===== config.mk =====
export PLATFORM = sky130hd
export DESIGN_NAME = rtc_core
export DESIGN_NICKNAME = d
export VERILOG_FILES = /design/src/rtl/rtc_core.sv
export SDC_FILE = /design/constraint.sdc
export NUM_CORES = 1
export LEC_CHECK = 0
export ABC_AREA = 1
export CAP_MARGIN = 20
export CORE_MARGIN = 5
export CORE_UTILIZATION = 55
export DETAILED_ROUTE_END_ITERATION = 6
export GPL_ROUTABILITY_DRIVEN = 0
export PLACE_DENSITY = 0.83
export SYNTH_ARGS = -nofsm -noshare
export SYNTH_HDL_FRONTEND = slang
export SYNTH_SLANG_ARGS = --single-unit

===== constraint.sdc =====
create_clock -name clk -period 6.22 [get_ports clk]
set_input_delay 1.244 -clock clk [delete_from_list [all_inputs] [get_ports clk]]
set_output_delay 1.244 -clock clk [all_outputs]
set_load 0.005 [all_outputs]

===== src/rtl/rtc_core.sv =====
// rtl/rtc_core.sv - time-of-day counter with fractional period, timed adjustment and capture
// Holds ns.fraction and seconds, advanced by a programmable per-clock period.
module rtc_core #(
   parameter int NS_W      = 30,
   parameter int FRAC_W    = 8,
   parameter int PINT_W    = 8,
   parameter int PFRAC_W   = 32,
   parameter int SEC_W     = 48,
   parameter int NS_MODULO = 1000000000
) (
   input  logic                      clk,
   input  logic                      rst,
   input  logic                      period_ld,
   input  logic [PINT_W+PFRAC_W-1:0] period_in,
   input  logic                      time_ld,
   input  logic [NS_W+FRAC_W-1:0]    time_ns_in,
   input  logic [SEC_W-1:0]          time_sec_in,
   output logic                      time_ld_err,
   input  logic                      adj_ld,
   input  logic [31:0]               adj_cnt,
   input  logic [PINT_W+PFRAC_W-1:0] period_adj,
   output logic                      adj_busy,
   output logic                      adj_done,
   input  logic                      cap_req,
   output logic [NS_W+FRAC_W-1:0]    cap_ns,
   output logic [SEC_W-1:0]          cap_sec,
   output logic                      cap_vld,
   output logic [NS_W+FRAC_W-1:0]    time_ns,
   output logic [SEC_W-1:0]          time_sec,
   output logic                      pps
);

   localparam int PW = PINT_W + PFRAC_W;
   localparam int AW = NS_W + PFRAC_W;
   localparam int TW = NS_W + FRAC_W;
   localparam logic [AW:0] MOD_FIX = (AW+1)'(NS_MODULO) << PFRAC_W;

   typedef enum logic {IDLE, ADJ} adj_state_t;

   adj_state_t        state, state_nxt;
   logic [31:0]       adj_left, adj_left_nxt;
   logic [PW-1:0]     adj_val;
   logic              adj_val_ld;
   logic              done_nxt;

   logic [PW-1:0]     period;
   logic [AW-1:0]     acc, acc_nxt;
   logic signed [PW+1:0] inc_s;
   logic [PW:0]       inc;
   logic [AW:0]       sum;
   logic              wrap;
   logic              ld_ok;

   always_comb begin
      state_nxt    = state;
      adj_left_nxt = adj_left;
      adj_val_ld   = 1'b0;
      done_nxt     = 1'b0;
      if (adj_ld) begin
         // A new request always replaces any running one; a zero count completes at once.
         if (adj_cnt != 32'd0) begin
            state_nxt    = ADJ;
            adj_left_nxt = adj_cnt;
            adj_val_ld   = 1'b1;
         end else begin
            state_nxt    = IDLE;
            adj_left_nxt = 32'd0;
            done_nxt     = 1'b1;
         end
      end else if (state == ADJ) begin
         if (adj_left == 32'd1) begin
            state_nxt    = IDLE;
            adj_left_nxt = 32'd0;
            done_nxt     = 1'b1;
         end else begin
            adj_left_nxt = adj_left - 32'd1;
         end
      end
   end

   always_ff @(posedge clk) begin
      if (rst) begin
         state    <= IDLE;
         adj_left <= 32'd0;
         adj_val  <= '0;
         adj_done <= 1'b0;
      end else begin
         state    <= state_nxt;
         adj_left <= adj_left_nxt;
         adj_done <= done_nxt;
         if (adj_val_ld)
            adj_val <= period_adj;
      end
   end

   assign adj_busy = (state == ADJ);

   always_comb begin
      inc_s = $signed({2'b00, period});
      if (state == ADJ)
         inc_s = inc_s + $signed({{2{adj_val[PW-1]}}, adj_val});
      // Clamp so a large negative adjustment freezes time instead of reversing it.
      inc     = inc_s[PW+1] ? '0 : inc_s[PW:0];
      sum     = {1'b0, acc} + (AW+1)'(inc);
      wrap    = (sum >= MOD_FIX);
      acc_nxt = AW'(wrap ? sum - MOD_FIX : sum);
      ld_ok   = time_ld && (time_ns_in[TW-1:FRAC_W] < NS_W'(NS_MODULO));
   end

   always_ff @(posedge clk) begin
      if (rst) begin
         period      <= '0;
         acc         <= '0;
         time_sec    <= '0;
         pps         <= 1'b0;
         time_ld_err <= 1'b0;
         cap_ns      <= '0;
         cap_sec     <= '0;
         cap_vld     <= 1'b0;
      end else begin
         if (period_ld)
            period <= period_in;
         if (ld_ok) begin
            acc      <= {time_ns_in, {(PFRAC_W-FRAC_W){1'b0}}};
            time_sec <= time_sec_in;
            pps      <= 1'b0;
         end else begin
            acc <= acc_nxt;
            pps <= wrap;
            if (wrap)
               time_sec <= time_sec + 1'b1;
         end
         time_ld_err <= time_ld && !ld_ok;
         cap_vld     <= cap_req;
         if (cap_req) begin
            cap_ns  <= time_ns;
            cap_sec <= time_sec;
         end
      end
   end

   assign time_ns = acc[AW-1 -: TW];

endmodule


==> impl_metrics.toml <==
[placed_design]
dp_hpwl_mm = 60.4
place_ws_ns = 0.0435
place_area_um2 = 26100
io_buffers = 380
post-place-cells = 4398

[layout]
final_cells = 4473
drive_gt1_share_pct = 6.16
final_core_util_pct = 69.4
fin_area_um2 = 27600
syn2layout_area_growth_pct = 24.9
nets = 4211
n_fill_cell = 3518

[sta]
fin_crit_sh_pct = 94.0
tightest_slew_ns = 0.836
hold_viol = 0
fin_crit_ns = 5.85
finalSetupViolations = 0
fmax_mhz = 171
report.final.slew_viol_count = 0
fin_ws_ns = 0.373
fin_worst_skew_ns = 0.0165
max_slew_margin_pct = 44.3

[yosys]
yosysWarnings = 0
yosys_register_bits = 313
yosys.area_share.simple_pct = 34.8
synth.distinct_cells = 55
muxShareOfSynthArea_pct = 0.226
synth-edff-count = 0
syn_area_per_cell_um2 = 6.10
synth.most_common_cell = "nand2_1"
synthTopCellsByArea = "dfxtp_1, nand2_1, nor2_1"
syn_inst = 3627
synth_flop_cell = "dfxtp_1"
synth_top_area_share_pct = 28.3
synth_top_family_by_area = "simple AND/OR/NAND/NOR gates"
ys_async_sr_fraction_pct = 0
synth_nets = 3919
synthAdderAreaFrac_pct = 5.04
syn_area_um2 = 22100
synth_xor_area_share_pct = 4.63
synth_compound_area_share_pct = 15.3
synthTopCellsByCount = "nand2_1, nor2_1, inv_1, dfxtp_1, o21ai_0"
yosysSeqAreaShare_pct = 28.3
synth_top_cell_by_area = "dfxtp_1"

[min_path]
worstHoldPathCells = 2
min_to = "adj_val[29]$_SDFFE_PP0P_"
min_from = "adj_val[29]$_SDFFE_PP0P_"
hold_path_class = "reg2reg"

[cts]
clock_path_buffers = 3
cts_made_buffers = 35
cts_tree = "done"
cts_hold_buffers = 0
cts.sinks = 313
htreeDepth = 2
cts.clk_slew.worst_paths_ns = 0.06
clk_latency_ns = 0.57
cts_root_buf = "clkbuf_16"

[route]
dr.pass1.iters = 7
totalWireLength_mm = 78.5
drt_iter0_markers = 2602
viasPerCell = 5.55
drc = 1
drtAntennaViolNets = 0
drt-wirelength-per-cell_um = 17.6
vias = 24800

[setup_path]
worstPathMaxFanout = 14
worstReg2RegEnd = "time_sec[23]$_SDFFE_PP0P_"
cp.arrival_ns = 6.33
critPathMaxStageDelay_ns = 0.40
reg2regPathDepth = 40
reg2reg_from = "period[0]$_SDFFE_PP0P_"
required_ns = 6.70
slowest_stage = "fa_1"
r2r_slack_ns = 0.37
crit_path_frequent_cell = "nand2_1"
end_kind = "flop"
critical_path_class = "reg2reg"
start_kind = "flop"

[grt]
grt_max_degree = 129
antenna_found_initial = 12
grt_pass1_wl_mm = 122
grt_overflow = 0
grt_pass1_vias = 23400
gr-usage-all-layers_pct = 33.6

[floorplan]
std_cell_rows = 73
core_area_um2 = 39800
io_pins = 381
die_x_um = 211
die_y_um = 211
initial_core_util_pct = 55.6
dieArea_um2 = 44400

[flow_run]
cap_violations = 0

[outcome]
violations = "design-rule violations"
status = "finished with violations"

[power_and_ir_drop]
max-vdd-ir-drop_uv = 182
p_per_area_nw_per_um2 = 224
power_w = 0.00620
p_leak_nw = 12.9
==> kinds of logic (layout without fill, tap and decap cells) <==
family	count (synthesis)	count (layout)
simple gates	1835	1835
buf+inv	642	957
compound gates	627	627
flops	313	313
xor+xnor	117	117
fa+ha+maj	88	88
mux	5	5
other cells	0	6
==> flip-flops by register name (all words and copies together), names as in the netlist <==
register     cells
acc             62
cap_vld          1
time_sec        48
adj_done         1
adj_val         40
pps              1
cap_ns          38
period          40
adj_left        32
cap_sec         48
time_ld_err      1
adj_busy         1
==> final cells by class <==
| class | instances | area [µm²] | share of cell area, % |
|---|---|---|---|
| clock buffer | 52 | 1070 | 3.87 |
| multi-input combinational | 2672 | 13500 | 48.9 |
| antenna | 6 | 15.0 | 0.0543 |
| tap | 525 | 657 | 2.38 |
| timing repair buffer | 427 | 4250 | 15.4 |
| inverter | 470 | 1770 | 6.41 |
| clock inverter | 8 | 111 | 0.403 |
| sequential | 313 | 6270 | 22.7 |
==> cells in the final DEF, fill, tap and decap left out, types with 9 or more instances in the layout <==
| cell type | Yosys | final |
|---|---|---|
| o211ai_1 | 31 | 31 |
| clkbuf_8 | 0 | 13 |
| a21oi_2 | 0 | 13 |
| nor2_4 | 2 | 9 |
| a31oi_1 | 43 | 43 |
| ha_1 | 86 | 81 |
| nand2_2 | 10 | 18 |
| nand4_1 | 80 | 80 |
| xor2_1 | 64 | 64 |
| dfxtp_1 | 313 | 313 |
| nand2_1 | 957 | 949 |
| nor2_1 | 492 | 477 |
| nor3_1 | 43 | 42 |
| clkdlybuf4s50_1 | 0 | 378 |
| o21bai_1 | 11 | 11 |
| nand3_1 | 154 | 152 |
| inv_2 | 21 | 20 |
| nor4_1 | 29 | 29 |
| xnor2_1 | 53 | 50 |
| buf_4 | 40 | 39 |
| inv_1 | 446 | 445 |
| clkbuf_16 | 0 | 36 |
| nor2_2 | 18 | 26 |
| or2_2 | 20 | 19 |
| a21oi_1 | 227 | 213 |
| o21ai_0 | 286 | 280 |
==> per-layer routing <==
layer	share of wire (%)	vias up	global-route usage, %
met5	0.11	-	0
met4	4.8	12	15.0
met3	9.8	267	9.07
met2	45	1153	54.1
met1	40	11200	42.3
li1	-	12200	-
==> worst max path at each step <==
stage                              from                   endpoint  slack (ns)  cells after the start
2_1_floorplan   period[32]$_SDFFE_PP0P_  time_sec[24]$_SDFFE_PP0P_        1.16                     34
3_3_place_gp     period[0]$_SDFFE_PP0P_  time_sec[47]$_SDFFE_PP0P_        0.09                     39
3_5_place_dp     period[0]$_SDFFE_PP0P_  time_sec[47]$_SDFFE_PP0P_        0.04                     39
4_1_cts          period[0]$_SDFFE_PP0P_  time_sec[47]$_SDFFE_PP0P_        0.03                     39
5_1_grt        adj_val[24]$_SDFFE_PP0P_  time_sec[34]$_SDFFE_PP0P_        -0.1                     37
6_report         period[0]$_SDFFE_PP0P_  time_sec[23]$_SDFFE_PP0P_        0.37                     40
==> worst max-delay path: cells and delay by family, from the launching register on <==
family	cells	cell delay [ns]
xor+xnor	1	0.17
simple gates	22	2.39
compound gates	7	1.08
fa+ha+maj	3	1.02
flops	1	0.33
buf+inv	7	0.74
==> per-stage QoR <==
stage               TNS [ns]  hold WS (ns)
floorplan                  0         0.462
global placement           0         0.474
detailed placement         0         0.482
CTS                        0         0.495
global route           -2.72         0.520
finish                     0         0.493
==> power breakdown <==
group          internal, W  total, W  switching (W)
Clock              0.00128   0.00216       0.000883
Sequential         0.00216   0.00233       0.000170
Combinational     0.000724   0.00171       0.000991
==> timing repair <==
item	4_1_cts	5_1_grt
endpoints found under the setup margin	0	70
gates resized for setup	0	69
hold endpoints to repair	0	0
buffers inserted	0	7
(Power assumes the default switching activity.)
==> RTL change, RTL diff (same flow settings) <==
Put one more register stage on the output `time_ld_err`, with the module's reset. The value now appears one clock later. The other outputs are not delayed to match.
--- a/src/rtl/rtc_core.sv
+++ b/src/rtl/rtc_core.sv
@@ -36,6 +36,8 @@
    localparam logic [AW:0] MOD_FIX = (AW+1)'(NS_MODULO) << PFRAC_W;
 
    typedef enum logic {IDLE, ADJ} adj_state_t;
+
+   logic time_ld_err_s0;
 
    adj_state_t        state, state_nxt;
    logic [31:0]       adj_left, adj_left_nxt;
@@ -113,7 +115,7 @@
          acc         <= '0;
          time_sec    <= '0;
          pps         <= 1'b0;
-         time_ld_err <= 1'b0;
+         time_ld_err_s0 <= 1'b0;
          cap_ns      <= '0;
          cap_sec     <= '0;
          cap_vld     <= 1'b0;
@@ -130,7 +132,7 @@
             if (wrap)
                time_sec <= time_sec + 1'b1;
          end
-         time_ld_err <= time_ld && !ld_ok;
+         time_ld_err_s0 <= time_ld && !ld_ok;
          cap_vld     <= cap_req;
          if (cap_req) begin
             cap_ns  <= time_ns;
@@ -141,5 +143,13 @@
 
    assign time_ns = acc[AW-1 -: TW];
 
+   always_ff @(posedge clk) begin
+      if (rst) begin
+         time_ld_err <= '0;
+      end else begin
+         time_ld_err <= time_ld_err_s0;
+      end
+   end
+
 endmodule
 
Behaviour: not the same (Yosys sat finds a counterexample within 4 cycles, from zero or initial values and one cycle with rst high).
==> RTL change against the unedited design <==
The run still ends with DRC left; fmax shrank 0.17%; cell area grew 0.50%; routed wire length rose by 1.2%; setup slack lost 10 ps; clock power increased by 6%; clock skew is 12 ps higher; power up 2.0%; via count is 1.5% higher; sequential cell count rose by 1; area after synthesis shrank 0.19%.
==> RTL change: results <==
export IMPL_synth_area_leaders="dfxtp_1 (28%), nand2_1 (16%), nor2_1 (8.0%), inv_1 (7.8%), o21ai_0 (6.2%)"
export IMPL_synth_cell_types=49
export IMPL_powerDensity_nw_per_um2=227.8
export IMPL_numCtsBuffers=36
export IMPL_fill_cells=3432
export IMPL_routed_via_density=5.592
export IMPL_clock_skew_ps=28.78
export IMPL_dp_slack_ps=-26.87
export IMPL_post_route_drc_count=4
export IMPL_nets=4237
export IMPL_dp_cells=4421
export IMPL_cts_buffer_depth=3
export IMPL_max_stage_delay_ps=420
export IMPL_crit_arrival_ps=6310
export IMPL_path_clk_slew_ps=60
export IMPL_ir_drop_mv=0.1898
export IMPL_yosysSeqAreaShare=0.2845
export IMPL_tightest_slew_ps=895.2
export IMPL_pwr_share_clk=0.362
export IMPL_hold_slack_ps=413.8
export IMPL_p_leak_uw=0.01293
export IMPL_synth_common_cells="nand2_1 (962), nor2_1 (473), inv_1 (462)"
export IMPL_hpwlAfterDp_um=60020
export IMPL_p_sw_frac=0.3295
export IMPL_grt_usage=0.3441
export IMPL_grt_pass1_vias=23880
export IMPL_drive_gt1_frac=0.06497
export IMPL_grt_start_max_net_pins=96
export IMPL_postRouteWirelength_um=79520
export IMPL_power_frac_comb=0.269
export IMPL_first_iter_violations=2852
export IMPL_syn_num_nets=3921
export IMPL_final_util=0.6993
export IMPL_fin_ws_ps=363.2
export IMPL_stdcell_count=4501
export IMPL_outcome="finished with violations"
export IMPL_grt_pass1_wl_um=125500
export IMPL_violations="DRC"
export IMPL_synth_cells=3629
export IMPL_antenna_found_initial=10
export IMPL_place_area_um2=26210
export IMPL_path_max_fanout=25
## RTL change: final timing paths
| check | from | to | depth (start not counted) |
|---|---|---|---|
| max reg2reg | period[14]$_SDFFE_PP0P_ | acc[54]$_SDFF_PP0_ | 38 |
| min reg2reg | time_ld_err_s0$_SDFF_PP0_ | time_ld_err$_SDFF_PP0_ | 2 |
| min | time_ld_err_s0$_SDFF_PP0_ | time_ld_err$_SDFF_PP0_ | 2 |
| max | period[14]$_SDFFE_PP0P_ | acc[54]$_SDFF_PP0_ | 38 |
## RTL change: layout make-up
class | instances | area share
multi-input combinational | 2651 | 0.4802
sequential | 314 | 0.2262
timing repair buffer | 447 | 0.1569
inverter | 495 | 0.06714
clock buffer | 52 | 0.03787
tap | 525 | 0.02364
clock inverter | 12 | 0.007520
antenna | 5 | 0.0004503
## RTL change: worst max-delay path: cells and delay by family, from the launching register on
kind	cells	cell delay, ps
compound gates	5	1050
xor+xnor	1	220
simple gates	20	2070
flops	1	330
fa+ha+maj	3	1010
buf+inv	9	1030
## RTL change: cells by family (layout without fill, tap and decap cells)
family | count (synthesis) | count (layout) | synth area share
compound gates | 622 | 622 | 0.1508
xor+xnor | 116 | 116 | 0.04597
fa+ha+maj | 88 | 88 | 0.05050
buf+inv | 665 | 1006 | 0.1221
flops | 314 | 314 | 0.2845
mux | 1 | 1 | 0.0004530
other cells | 0 | 5 | 0
simple gates | 1823 | 1824 | 0.3457
## RTL change: per-layer routing
layer	GRT usage	share of wire	routed length, µm
met3	0.09406	0.11	8626
met5	0	0.0012	94
met4	0.1520	0.048	3809
met1	0.4344	0.39	31220
met2	0.5538	0.45	35770
## RTL change: what timing repair did
item | in CTS | in global routing
pin swaps | 0 | 12
endpoints found under the setup margin | 32 | 70
gates resized for setup | 1 | 65
gates cloned | 0 | 1
setup buffers | 0 | 9
